**src/rtl/tomasulo_pkg.sv**
```systemverilog
// -----------------------------------------------------------------------------
// tomasulo_pkg
// Shared definitions for the Tomasulo core: default tag/result widths,
// functional-unit requester indices and the common-data-bus record.
// No ports (package).
// -----------------------------------------------------------------------------
package tomasulo_pkg;

    localparam int TAG_W  = 3;    // ROB index width (8-entry ROB)
    localparam int DATA_W = 16;   // result width

    // Requester indices on the CDB
    localparam logic [1:0] FU_ADD = 2'd0;
    localparam logic [1:0] FU_MUL = 2'd1;
    localparam logic [1:0] FU_BCH = 2'd2;

    // One broadcast on the common data bus
    typedef struct packed {
        logic              valid;
        logic [TAG_W-1:0]  tag;
        logic [DATA_W-1:0] data;
        logic [1:0]        src;
    } cdb_bus_t;

endpackage

```
**src/rtl/rr_pick.sv**
```systemverilog
// -----------------------------------------------------------------------------
// rr_pick
// Combinational rotating-priority picker. Scans req starting at index ptr,
// wrapping modulo N, and returns a one-hot grant for the first set bit
// (all zero when req is empty). Shared by CDB arbitration and RS dispatch.
//
// Ports:
//   req   in  [N-1:0]      request vector
//   ptr   in  [PTR_W-1:0]  highest-priority index this cycle
//   grant out [N-1:0]      one-hot grant, never set for a non-requesting bit
// -----------------------------------------------------------------------------
module rr_pick #(
    parameter int N     = 3,
    parameter int PTR_W = 2
) (
    input  logic [N-1:0]     req,
    input  logic [PTR_W-1:0] ptr,
    output logic [N-1:0]     grant
);

    logic [PTR_W-1:0] idx;
    logic             found;

    always_comb begin
        grant = '0;
        found = 1'b0;
        idx   = '0;
        for (int k = 0; k < N; k++) begin
            idx = PTR_W'((int'(ptr) + k) % N);
            if (!found && req[idx]) begin
                grant[idx] = 1'b1;
                found      = 1'b1;
            end
        end
    end

endmodule

```
**src/rtl/cdb_arbiter.sv**
```systemverilog
// -----------------------------------------------------------------------------
// cdb_arbiter
// Common-data-bus scheduler: grants one result producer (add, mul, branch)
// per cycle by round-robin and registers the winner's ROB tag and result
// onto the CDB, which the ROB and reservation stations snoop.
//
// Optional feature macro: CDB_AGE_GUARD_EN
//   When defined, per-requester saturating wait counters override the
//   round-robin order once any reaches AGE_MAX (lowest aged index wins), and
//   the aged_grant output flags the cycle after such an override grant.
//
// Ports:
//   clk1       in   core clock, rising edge
//   rst_n      in   asynchronous active-low reset
//   req_valid  in   [NUM_REQ]         requester has a result
//   req_tag    in   [NUM_REQ*TAG_W]   packed ROB tags
//   req_data   in   [NUM_REQ*DATA_W]  packed results
//   req_ready  out  [NUM_REQ]         one-hot combinational grant
//   cdb_hold   in   ROB back-pressure: no grant, CDB outputs hold
//   flush      in   mispredict flush: no grant, broadcast dropped
//   cdb_valid  out  registered broadcast valid
//   cdb_tag    out  registered broadcast tag
//   cdb_data   out  registered broadcast value
//   cdb_src    out  registered granted requester index
//   aged_grant out  (CDB_AGE_GUARD_EN only) previous grant was an override
// -----------------------------------------------------------------------------
module cdb_arbiter #(
    parameter int NUM_REQ = 3,
    parameter int TAG_W   = 3,
    parameter int DATA_W  = 16
`ifdef CDB_AGE_GUARD_EN
    ,
    parameter int AGE_MAX = 4
`endif
) (
    input  logic                      clk1,
    input  logic                      rst_n,
    input  logic [NUM_REQ-1:0]        req_valid,
    input  logic [NUM_REQ*TAG_W-1:0]  req_tag,
    input  logic [NUM_REQ*DATA_W-1:0] req_data,
    output logic [NUM_REQ-1:0]        req_ready,
    input  logic                      cdb_hold,
    input  logic                      flush,
    output logic                      cdb_valid,
    output logic [TAG_W-1:0]          cdb_tag,
    output logic [DATA_W-1:0]         cdb_data,
    output logic [1:0]                cdb_src
`ifdef CDB_AGE_GUARD_EN
    ,
    output logic                      aged_grant
`endif
);

    import tomasulo_pkg::*;

    localparam int PTR_W = (NUM_REQ > 1) ? $clog2(NUM_REQ) : 1;

    logic [PTR_W-1:0]   rr_ptr;
    logic [NUM_REQ-1:0] rr_grant;
    logic [NUM_REQ-1:0] grant;
    logic [PTR_W-1:0]   win;
    logic               transfer;
    logic               allow;
    cdb_bus_t           bus_p1;

    rr_pick #(
        .N     (NUM_REQ),
        .PTR_W (PTR_W)
    ) u_rr_pick (
        .req   (req_valid),
        .ptr   (rr_ptr),
        .grant (rr_grant)
    );

    // Grant is suppressed in reset as well as on flush/hold.
    assign allow = rst_n & ~flush & ~cdb_hold;

`ifdef CDB_AGE_GUARD_EN
    localparam int AGE_W = $clog2(AGE_MAX) + 1;

    logic [AGE_W-1:0]   age [NUM_REQ];
    logic [NUM_REQ-1:0] aged;
    logic [NUM_REQ-1:0] aged_pick;
    logic               aged_found;
    logic               override;
    logic               aged_p1;

    // Counters are registered, so gate with the live valid to never grant
    // a requester that has just dropped its request.
    always_comb begin
        aged       = '0;
        aged_pick  = '0;
        aged_found = 1'b0;
        for (int i = 0; i < NUM_REQ; i++) begin
            aged[i] = req_valid[i] && (age[i] >= AGE_W'(AGE_MAX));
            if (!aged_found && aged[i]) begin
                aged_pick[i] = 1'b1;
                aged_found   = 1'b1;
            end
        end
    end

    assign override = |aged;
    assign grant    = allow ? (override ? aged_pick : rr_grant) : '0;

    always_ff @(posedge clk1 or negedge rst_n) begin
        if (!rst_n) begin
            for (int i = 0; i < NUM_REQ; i++) age[i] <= '0;
            aged_p1 <= 1'b0;
        end else begin
            for (int i = 0; i < NUM_REQ; i++) begin
                if (!req_valid[i] || grant[i])
                    age[i] <= '0;
                else if (age[i] != '1)
                    age[i] <= age[i] + 1'b1;
            end
            aged_p1 <= transfer & override;
        end
    end

    assign aged_grant = aged_p1;
`else
    assign grant = allow ? rr_grant : '0;
`endif

    assign req_ready = grant;
    assign transfer  = |grant;

    always_comb begin
        win = '0;
        for (int i = 0; i < NUM_REQ; i++)
            if (grant[i]) win = PTR_W'(i);
    end

    // ---- grant -> CDB register stage (p1) ----
    always_ff @(posedge clk1 or negedge rst_n) begin
        if (!rst_n) begin
            bus_p1     <= '0;
            bus_p1.src <= FU_ADD;
            rr_ptr     <= '0;
        end else if (flush) begin
            bus_p1.valid <= 1'b0;
        end else if (!cdb_hold) begin
            if (transfer) begin
                bus_p1.valid <= 1'b1;
                bus_p1.tag   <= req_tag[int'(win)*TAG_W +: TAG_W];
                bus_p1.data  <= req_data[int'(win)*DATA_W +: DATA_W];
                bus_p1.src   <= 2'(win);
                rr_ptr       <= (int'(win) == NUM_REQ - 1) ? '0 : win + 1'b1;
            end else begin
                bus_p1.valid <= 1'b0;
            end
        end
        // cdb_hold without flush: broadcast and pointer re-presented unchanged
    end

    assign cdb_valid = bus_p1.valid;
    assign cdb_tag   = bus_p1.tag;
    assign cdb_data  = bus_p1.data;
    assign cdb_src   = bus_p1.src;

endmodule

```
**config.mk**
```make
export PLATFORM = sky130hd
export DESIGN_NAME = cdb_arbiter
export DESIGN_NICKNAME = d
export VERILOG_FILES = /design/src/rtl/tomasulo_pkg.sv /design/src/rtl/rr_pick.sv /design/src/rtl/cdb_arbiter.sv
export SDC_FILE = /design/constraint.sdc
export NUM_CORES = 1
export LEC_CHECK = 0
export ABC_AREA = 1
export CORE_ASPECT_RATIO = 1.2
export CORE_MARGIN = 5
export CORE_UTILIZATION = 25
export CTS_CLUSTER_DIAMETER = 120
export DETAILED_ROUTE_END_ITERATION = 7
export SETUP_SLACK_MARGIN = 0.4
export SLEW_MARGIN = 40
export SYNTH_ARGS = -nofsm -noshare
export SYNTH_HDL_FRONTEND = slang
export SYNTH_SLANG_ARGS = --single-unit
```
**constraint.sdc**
```tcl
create_clock -name clk1 -period 2.2 [get_ports clk1]
set_input_delay 0.66 -clock clk1 [delete_from_list [all_inputs] [get_ports clk1]]
set_output_delay 0.66 -clock clk1 [all_outputs]
set_load 0.01 [all_outputs]
```
==> results_dict.tcl, run 1 <==
set metrics [dict create \
    fin_ws_ns -0.3051 \
    reg2reg_from "rr_ptr[1]" \
    core-area_um2 6854 \
    wl_per_cell_um 15.27 \
    critPathLaunch "rr_ptr[1]" \
    hold_end "cdb_data[3]" \
    via_per_inst 4.623 \
    multi_input_area_um2 1212 \
    via_count 2247 \
    ant_nets 0 \
    criticalPathCategory "reg2out" \
    rrSetupSlack_ns -0.18 \
    ys.flop_type "dfrtp_1" \
    power.total_mw 4.119 \
    rsz0062_at_grt "true" \
    worstPathRequired_ns 1.54 \
    cts-root-buf "clkbuf_8" \
    hpwl_um 4694 \
    rr_worst_depth 18 \
    drive_gt1_share_pct 35.09 \
    grt_max_degree 24 \
    relSlewSlack_pct 78.43 \
    cts-htree-levels 1 \
    ys_seq_elements 23 \
    numCtsBuffers 3 \
    post-route-min-period_ns 2.505 \
    path_max_fanout 5 \
    powerDensity_nw_per_um2 1149 \
    cts_tree "built" \
    violations "setup timing" \
    status "complete, but fails checks" \
    synth_enable_flop_cells 0 \
    fin_util_pct 52.32 \
    io_buffer_count 88 \
    timing.rr.end "cdb_tag[1]" \
    clkLatencyLatePin_ns 0.27 \
    synth_area_um2 1773 \
    min_path_cells 2 \
    power.leakage_nw 1.861 \
    ir_drop_v 0.0007508 \
    antenna_found_initial 0 \
    drc 0 \
    tightest_slew_ns 0.3235 \
    start_kind "flip-flop" \
    drtPass1Iterations 4 \
    fin_setup_tns_ns -3.863 \
    grt_pass1_wl_um 11320 \
    num_rows 33 \
    register_area_um2 576.8 \
    whs_ns 0.4778 \
    place_area_um2 2867 \
    yosysSeqAreaShare_pct 32.46 \
    place_ws_ns -0.9114 \
    dieWidth_um 86.88 \
    period_share_pct 113.9 \
    cp-end-kind "primary output" \
    finalSetupViolCount 25 \
    hp-class "reg2reg" \
    cts.path.max_buffers 2 \
    num-nets-final 468 \
    n_antenna_cell 0 \
    place_congestion 0.9091 \
    grt_pass1_vias 2322 \
    final_max_slew_viol_count 0 \
    dpl.cell_count 451 \
    cp.arrival_ns 1.85 \
    holdCritStartpoint "cdb_data[3]" \
    area_growth_pct 102.3 \
    cts_hold_buf 0 \
    ioPinCount 89 \
    dieArea_um2 8883 \
    synth.distinct_cells 21 \
    cap_viol_max_count 0 \
    die_y_um 102.3 \
    numClockSinks 23 \
    synthArstFlopShare_pct 100.0 \
    hold_violations 0 \
    max_freq_ghz 0.3992 \
    wl_um 7419 \
    path_clk_slew_ns 0.09 \
    postSynthCellCount 266 \
    initial_core_util_pct 25.87 \
    grt_use_total_pct 15.97 \
    drt_iter0_markers 57 \
    n_fill_cell 713 \
    syn_avg_cell_area_um2 6.665 \
    skew_ns 0.001585 \
    final_cell_count_no_fill 486 \
    design_area_um2 3586 \
    grt_overflow_total 0 \
    ys_warn_count 0 \
    synth_nets 334 \
]
-- state kept, by name, summed over array words and instances (netlist names) --
| register | flops |
|---|---|
| cdb_tag | 3 |
| rr_ptr | 2 |
| cdb_valid | 1 |
| cdb_src | 1 |
| cdb_data | 16 |
-- critical path: stages, from the launching register on --
cell      delay, ns
dfrtp_2        0.45
inv_2          0.09
ha_4           0.19
inv_4          0.05
buf_4          0.14
nand3_2        0.07
nand2_2        0.08
nand3b_1       0.16
nand3_2        0.11
nand2_4        0.09
clkinv_4       0.05
buf_6          0.11
-- power breakdown --
part	switching, mW	internal (mW)
Sequential	0.121	0.620
Combinational	1.58	1.52
Clock	0.153	0.127
Total	1.85	2.27
-- per-layer routing --
metal  track usage (%)  share of wire, %  wire length (um)
met1             20.59                42              3103
met2             26.83                51              3760
met3             3.306               6.3               467
met4             4.556               1.2                89
met5                 0                 0                 0
-- area by class of cell --
cell class              count  share of cell area (%)
clock buffers               3                   1.151
clock inverters             1                  0.1396
inverters                  29                   3.943
multi-input cells         198                   33.81
flip-flops and latches     23                   16.09
well taps                  87                   3.036
repair buffers            145                   41.84
-- cells in the mapped netlist (2+ instances only) --
| cell | count | area share [%] |
|---|---|---|
| buf_2 | 5 | 1.4 |
| buf_4 | 3 | 1.3 |
| buf_6 | 8 | 5.1 |
| clkinv_1 | 2 | 0.42 |
| dfrtp_1 | 23 | 32 |
| ha_1 | 4 | 2.8 |
| inv_1 | 23 | 4.9 |
| inv_2 | 4 | 0.85 |
| nand2_1 | 108 | 23 |
| nand2_2 | 3 | 1.1 |
| nand2_4 | 2 | 1.3 |
| nand3_1 | 39 | 11 |
| nand3_2 | 2 | 1.1 |
| nand4_1 | 19 | 6.7 |
| nor2_1 | 3 | 0.64 |
| o21ai_0 | 4 | 1.1 |
| or2_0 | 9 | 3.2 |
| or2_2 | 2 | 0.71 |
-- worst max path at each step --
stage | cells past startpoint | slack [ns] | endpoint
final | 11 | -0.31 | req_ready[2]
after global routing | 11 | -0.39 | req_ready[2]
after CTS | 12 | -0.28 | req_ready[1]
after detailed placement | 12 | -0.91 | req_ready[1]
after global placement | 12 | -0.88 | req_ready[1]
after floorplan | 11 | 0.09 | req_ready[2]
-- cell families (layout without fill, tap and decap cells) --
group | count (synthesis) | after routing | synth area share (%)
AOI/OAI and AO/OA | 6 | 6 | 1.835
adders and majority gates | 4 | 4 | 2.823
buffers and inverters | 45 | 178 | 13.90
DFF | 23 | 23 | 32.46
and+or+nand+nor | 188 | 188 | 48.98
-- cell usage in the layout (no fill, tap or decap), types with 15 or more instances in the layout --
cell and count:
buf_4 29, nand3_1 23, nand3_2 15, nand2_2 19, inv_1 15, dlygate4sd2_1 23
clkdlybuf4s50_1 60, nand2_1 86, dfrtp_1 22, nand4_1 19, buf_6 23
-- timing repair --
action                                  4_1_cts  5_1_grt
hold endpoints to repair                      0        0
resized for setup                            95       55
gates cloned                                  4        1
endpoints found under the setup margin       48       26
pin swaps                                    14       27
setup buffers                                16       10
Power figures use the tool's default switching activity.
==> run 2: changes to the inputs <==
==> constraint.sdc (replaced) <==
create_clock -name clk1 -period 2.03 [get_ports clk1]
set_input_delay 0.609 -clock clk1 [delete_from_list [all_inputs] [get_ports clk1]]
set_output_delay 0.609 -clock clk1 [all_outputs]
set_load 0.01 [all_outputs]
==> results_dict.tcl, run 2 (synthesis results as in run 1) <==
set metrics [dict create \
    intPower_mw 2.186 \
    power_frac_comb_pct 72.4 \
    grt_pass1_vias 2161 \
    wl_per_cell_um 14.49 \
    core-area_um2 6854 \
    seq_power_share_pct 20.3 \
    worstPathRequired_ns 1.42 \
    design_area_um2 3306 \
    criticalPathCategory "reg2out" \
    path_clk_slew_ns 0.10 \
    dieWidth_um 86.88 \
    pwr-share-clk_pct 7.4 \
    finalSetupViolCount 26 \
    violations "setup timing" \
    dieArea_um2 8883 \
    min_path_cells 2 \
    rr_worst_depth 21 \
    antenna_found_initial 0 \
    ir_drop_v 0.0008291 \
    drc 0 \
    met3_wirelength_um 545 \
    area_growth_pct 86.45 \
    top_layer "met4" \
    skew_ns 0.009652 \
    fin_setup_tns_ns -8.789 \
    dr_wl_met2_um 3265 \
    status "complete, but fails checks" \
    period_share_pct 123.9 \
    initial_core_util_pct 25.87 \
    wl_um 6827 \
    rsz0062_at_grt "true" \
    largest_reg_flops 16 \
    drive_gt1_share_pct 28.91 \
    place_area_um2 2923 \
    cp-end-kind "primary output" \
    ant_nets 0 \
    whs_ns 0.4726 \
    ioPinCount 89 \
    start_kind "flip-flop" \
    wl_met1_um 2940 \
    grt_max_degree 33 \
    relSlewSlack_pct 78.51 \
    numCtsBuffers 3 \
    cap_viol_max_count 0 \
    cp.arrival_ns 1.91 \
    numClockSinks 23 \
    die_y_um 102.3 \
    post-route-min-period_ns 2.514 \
    power.leakage_nw 1.700 \
    final_cell_mix "nand2_1 (86), clkdlybuf4s50_1 (60), nand3_1 (33)" \
    n_fill_cell 707 \
    fin_ws_ns -0.4844 \
    num-nets-final 453 \
    max_freq_ghz 0.3977 \
    drt_iter0_markers 65 \
    place_congestion 0.9095 \
    cts_tree "built" \
    n_antenna_cell 0 \
    hold_violations 0 \
    p_sw_share_pct 45.82 \
    grt_use_total_pct 14.70 \
    final_max_slew_viol_count 0 \
    cts-htree-levels 1 \
    via_count 2179 \
    final_common_cell "nand2_1" \
    via_per_inst 4.626 \
    hp-class "reg2reg" \
    tightest_slew_ns 0.3224 \
    cts.path.max_buffers 2 \
    powerDensity_nw_per_um2 1220 \
    clkLatencyLatePin_ns 0.27 \
    grt_pass1_wl_um 10360 \
    path_max_fanout 5 \
    p_sw_mw 1.849 \
    grt_overflow_total 0 \
    num_rows 33 \
    io_buffer_count 88 \
    drtPass1Iterations 4 \
    power.total_mw 4.034 \
    cts-root-buf "clkbuf_8" \
    cts_hold_buf 0 \
    hpwl_um 4618 \
]
-- run 2: changes by cell type in the layout (fill, tap and decap cells not counted), moves of 2 or more --
cell	previous run	this run
inv_2	6	9
inv_4	6	3
o21ai_1	0	2
nand2_2	19	17
o21ai_2	5	1
buf_4	29	26
nand3_2	15	7
buf_6	23	12
nand3_1	23	33
nand3_4	3	1
buf_16	3	1
-- run 2: stage by stage --
step	setup slack, ns	utilization [%]	cells
2_1_floorplan	-0.01767	-	266
3_3_place_gp	-0.9217	42.64	451
3_5_place_dp	-0.9632	42.64	451
4_1_cts	-0.4425	45.51	465
5_1_grt	-0.5770	48.23	471
6_report	-0.4844	48.23	471
-- run 2: final timing paths --
path	end	slack (ns)	startpoint
max	req_ready[0]	-0.48	rr_ptr[1]
min	cdb_tag[0]	0.47	cdb_tag[0]
max reg2reg	cdb_data[10]	-0.37	rr_ptr[1]
min reg2reg	cdb_tag[0]	0.47	cdb_tag[0]
max in group asynchronous	rr_ptr[1]	0.98	rst_n
min in group asynchronous	cdb_tag[0]	0.79	rst_n
-- run 2: final cells by class --
cell class	count	area, um2	area share [%]
sequential	23	576.8	17.45
inverter	29	127.6	3.861
multi-input combinational	198	1152	34.86
clock inverter	1	5.005	0.1514
tap	87	108.9	3.293
timing repair buffer	130	1294	39.14
clock buffer	3	41.29	1.249
-- run 2: critical path, cell delays in order, from the launching register on --
cell and delay, ns:
dfrtp_2 0.46, inv_2 0.09, ha_4 0.17, inv_2 0.05, nand2_2 0.06, nand3_2 0.08
nand2_4 0.09, buf_6 0.11, inv_4 0.03, nand2_2 0.04, nand2_1 0.06, inv_1 0.06
nand2_1 0.06, nand2_2 0.11, inv_2 0.04, buf_6 0.11
-- run 2: layer usage --
| layer | GRT usage, % | vias to the layer above |
|---|---|---|
| met2 | 24.61 | 98 |
| met5 | 0 | - |
| met1 | 19.51 | 988 |
| li1 | - | 1085 |
| met3 | 2.419 | 8 |
| met4 | 3.957 | 0 |
-- run 2: timing repair --
action / CTS / global route
gates resized for setup: 71 / 38
gates cloned: 1 / 1
setup endpoints to repair: 48 / 27
buffers inserted: 9 / 5
pin swaps: 8 / 18
-- run 2: power groups by stage --
stage	registers (mW)	logic (mW)	clock network [mW]
global placement	0.805	2.42	0
floorplan	0.885	1.42	0
detailed placement	0.809	2.45	0
finish	0.818	2.92	0.297
CTS	0.802	2.60	0.316
global route	0.845	3.20	0.329
==> run 3: changes to the inputs <==
--- a/config.mk
+++ b/config.mk
@@ -7,10 +7,11 @@
 export LEC_CHECK = 0
 export ABC_AREA = 1
 export CORE_ASPECT_RATIO = 1.2
-export CORE_MARGIN = 5
-export CORE_UTILIZATION = 25
+export CORE_UTILIZATION = 37
 export CTS_CLUSTER_DIAMETER = 120
 export DETAILED_ROUTE_END_ITERATION = 7
+export GPL_TIMING_DRIVEN = 0
+export PLACE_DENSITY = 0.78
 export SETUP_SLACK_MARGIN = 0.4
 export SLEW_MARGIN = 40
 export SYNTH_ARGS = -nofsm -noshare
==> results_dict.tcl, run 3 (synthesis results as in run 1) <==
set metrics [dict create \
    dieWidth_um 65.19 \
    place_ws_ns -1.113 \
    path_clk_slew_ns 0.09 \
    violations "setup timing" \
    grt_pass1_wl_um 9915 \
    finalSetupViolCount 26 \
    skew_ns 0.003178 \
    pwr-share-clk_pct 7.8 \
    period_share_pct 125.2 \
    powerDensity_nw_per_um2 1272 \
    reg2reg_from "rr_ptr[0]" \
    grt_use_total_pct 24.96 \
    whs_ns 0.2099 \
    final_cell_mix "nand2_1 (100), clkdlybuf4s50_1 (59), nand3_1 (32)" \
    largest_reg_flops 16 \
    status "complete, but fails checks" \
    grt_pass1_vias 2110 \
    grt_max_degree 25 \
    n_fill_cell 405 \
    numCtsBuffers 3 \
    p_sw_share_pct 45.81 \
    rr_worst_depth 15 \
    cts.path.max_buffers 2 \
    cap_viol_max_count 0 \
    path_max_fanout 5 \
    io_buffer_count 88 \
    cts-htree-levels 1 \
    n_antenna_cell 0 \
    crit_slowest_cell "dfrtp_2" \
    rsz0062_at_grt "true" \
    hold_violations 0 \
    hp-class "in2async" \
    via_count 2190 \
    rrSetupSlack_ns -0.50 \
    dieArea_um2 5074 \
    cp.arrival_ns 1.93 \
    worstPathRequired_ns 1.42 \
    final_common_cell "nand2_1" \
    hpwl_um 3913 \
    die_y_um 77.83 \
    ioPinCount 89 \
    core-area_um2 4594 \
    max_freq_ghz 0.3935 \
    initial_core_util_pct 38.59 \
    register_area_um2 578.1 \
    clkLatencyLatePin_ns 0.28 \
    num-nets-final 450 \
    intPower_mw 2.159 \
    antenna_found_initial 0 \
    cp-end-kind "primary output" \
    multi_input_area_um2 1074 \
    power_frac_comb_pct 72.1 \
    cts_hold_buf 0 \
    cpPeakStageDelay_ns 0.45 \
    p_sw_mw 1.825 \
    post-route-min-period_ns 2.541 \
    timing.rr.end "cdb_data[8]" \
    drive_gt1_share_pct 23.88 \
    via_per_inst 4.989 \
    cp_cell_sequence "inv_2 -> ha_2 -> o21ai_0 -> o21ai_1 -> nand3_2 -> nand2_4 -> nand2_8 -> inv_4 -> buf_6" \
    num_rows 27 \
    start_kind "flip-flop" \
    criticalPathCategory "reg2out" \
    relSlewSlack_pct 78.87 \
    seq_power_share_pct 20.1 \
    fin_ws_ns -0.5112 \
    drc 0 \
    cts-root-buf "clkbuf_8" \
    power.leakage_nw 1.671 \
    wl_per_cell_um 14.58 \
    grt_overflow_total 0 \
    area_growth_pct 76.64 \
    drt_iter0_markers 106 \
    place_congestion 0.7844 \
    wl_um 6399 \
    drtPass1Iterations 4 \
    ir_drop_v 0.0006017 \
    cts_tree "built" \
    tightest_slew_ns 0.3169 \
    ant_nets 0 \
    final_max_slew_viol_count 0 \
    numClockSinks 23 \
]
run 3: cell types whose count changed in the layout (fill, tap and decap cells not counted), moves of 4 or more:
cell | before | now
inv_1 | 14 | 18
buf_12 | 4 | 0
buf_6 | 12 | 20
nand2_1 | 86 | 100
nand2_4 | 9 | 4
buf_2 | 1 | 5
nand2_2 | 17 | 8
buf_4 | 26 | 17
inv_2 | 9 | 5
run 3: worst max-delay path by stage:
stage            startpoint           end  cells after the start
3_5_place_dp   req_valid[2]  req_ready[2]                     10
3_3_place_gp          rst_n  req_ready[2]                      7
2_1_floorplan     rr_ptr[1]  req_ready[2]                     10
4_1_cts           rr_ptr[1]  req_ready[2]                     12
6_report          rr_ptr[0]  req_ready[1]                      9
5_1_grt           rr_ptr[0]  req_ready[1]                      9
run 3: area by class of cell:
cell class / instances / area share, %
Sequential cell: 23 / 18.46
Timing Repair Buffer: 111 / 34.32
Buffer: 16 / 4.834
Tap cell: 58 / 2.317
Multi-Input combinational cell: 198 / 34.28
Clock buffer: 3 / 1.318
Clock inverter: 1 / 0.1598
Inverter: 29 / 4.315
run 3: repair_timing:
action | 4_1_cts | 5_1_grt
setup endpoints to repair | 48 | 27
setup buffers | 14 | 5
gates cloned | 4 | 0
gates resized for setup | 63 | 20
pin swaps | 7 | 9
run 3: through the flow:
step	area [um2]	TNS, ns	power, mW	instances	utilization, %
2_1_floorplan	1848	-0.01767	2.301	266	-
3_3_place_gp	2801	-31.17	3.104	412	60.97
3_5_place_dp	2796	-13.68	3.150	412	60.87
4_1_cts	3042	-7.805	3.694	434	66.20
5_1_grt	3132	-14.68	4.256	439	68.16
6_report	3132	-11.13	3.984	439	68.16
run 3: power groups by stage:
stage | combinational [mW] | sequential [mW] | clock [mW]
after CTS | 2.60 | 0.789 | 0.307
after detailed placement | 2.35 | 0.803 | 0
after floorplan | 1.42 | 0.885 | 0
after global routing | 3.10 | 0.825 | 0.331
after global placement | 2.31 | 0.797 | 0
final | 2.87 | 0.800 | 0.311
run 3: worst max-delay path, delay by kind of cell (launching register included):
kind	cells	cell delay (ns)
compound gates	2	0.40
buf+inv	3	0.24
flops	1	0.45
simple gates	3	0.32
fa+ha+maj	1	0.24
run 3: layer usage:
| layer | vias up | global-route usage (%) | part of all wire [%] |
|---|---|---|---|
| li1 | 1078 | - | - |
| met1 | 1002 | 31.39 | 42 |
| met2 | 99 | 43.61 | 49 |
| met3 | 11 | 2.647 | 6.7 |
| met4 | 0 | 8.043 | 2.1 |
| met5 | - | 0 | 0 |
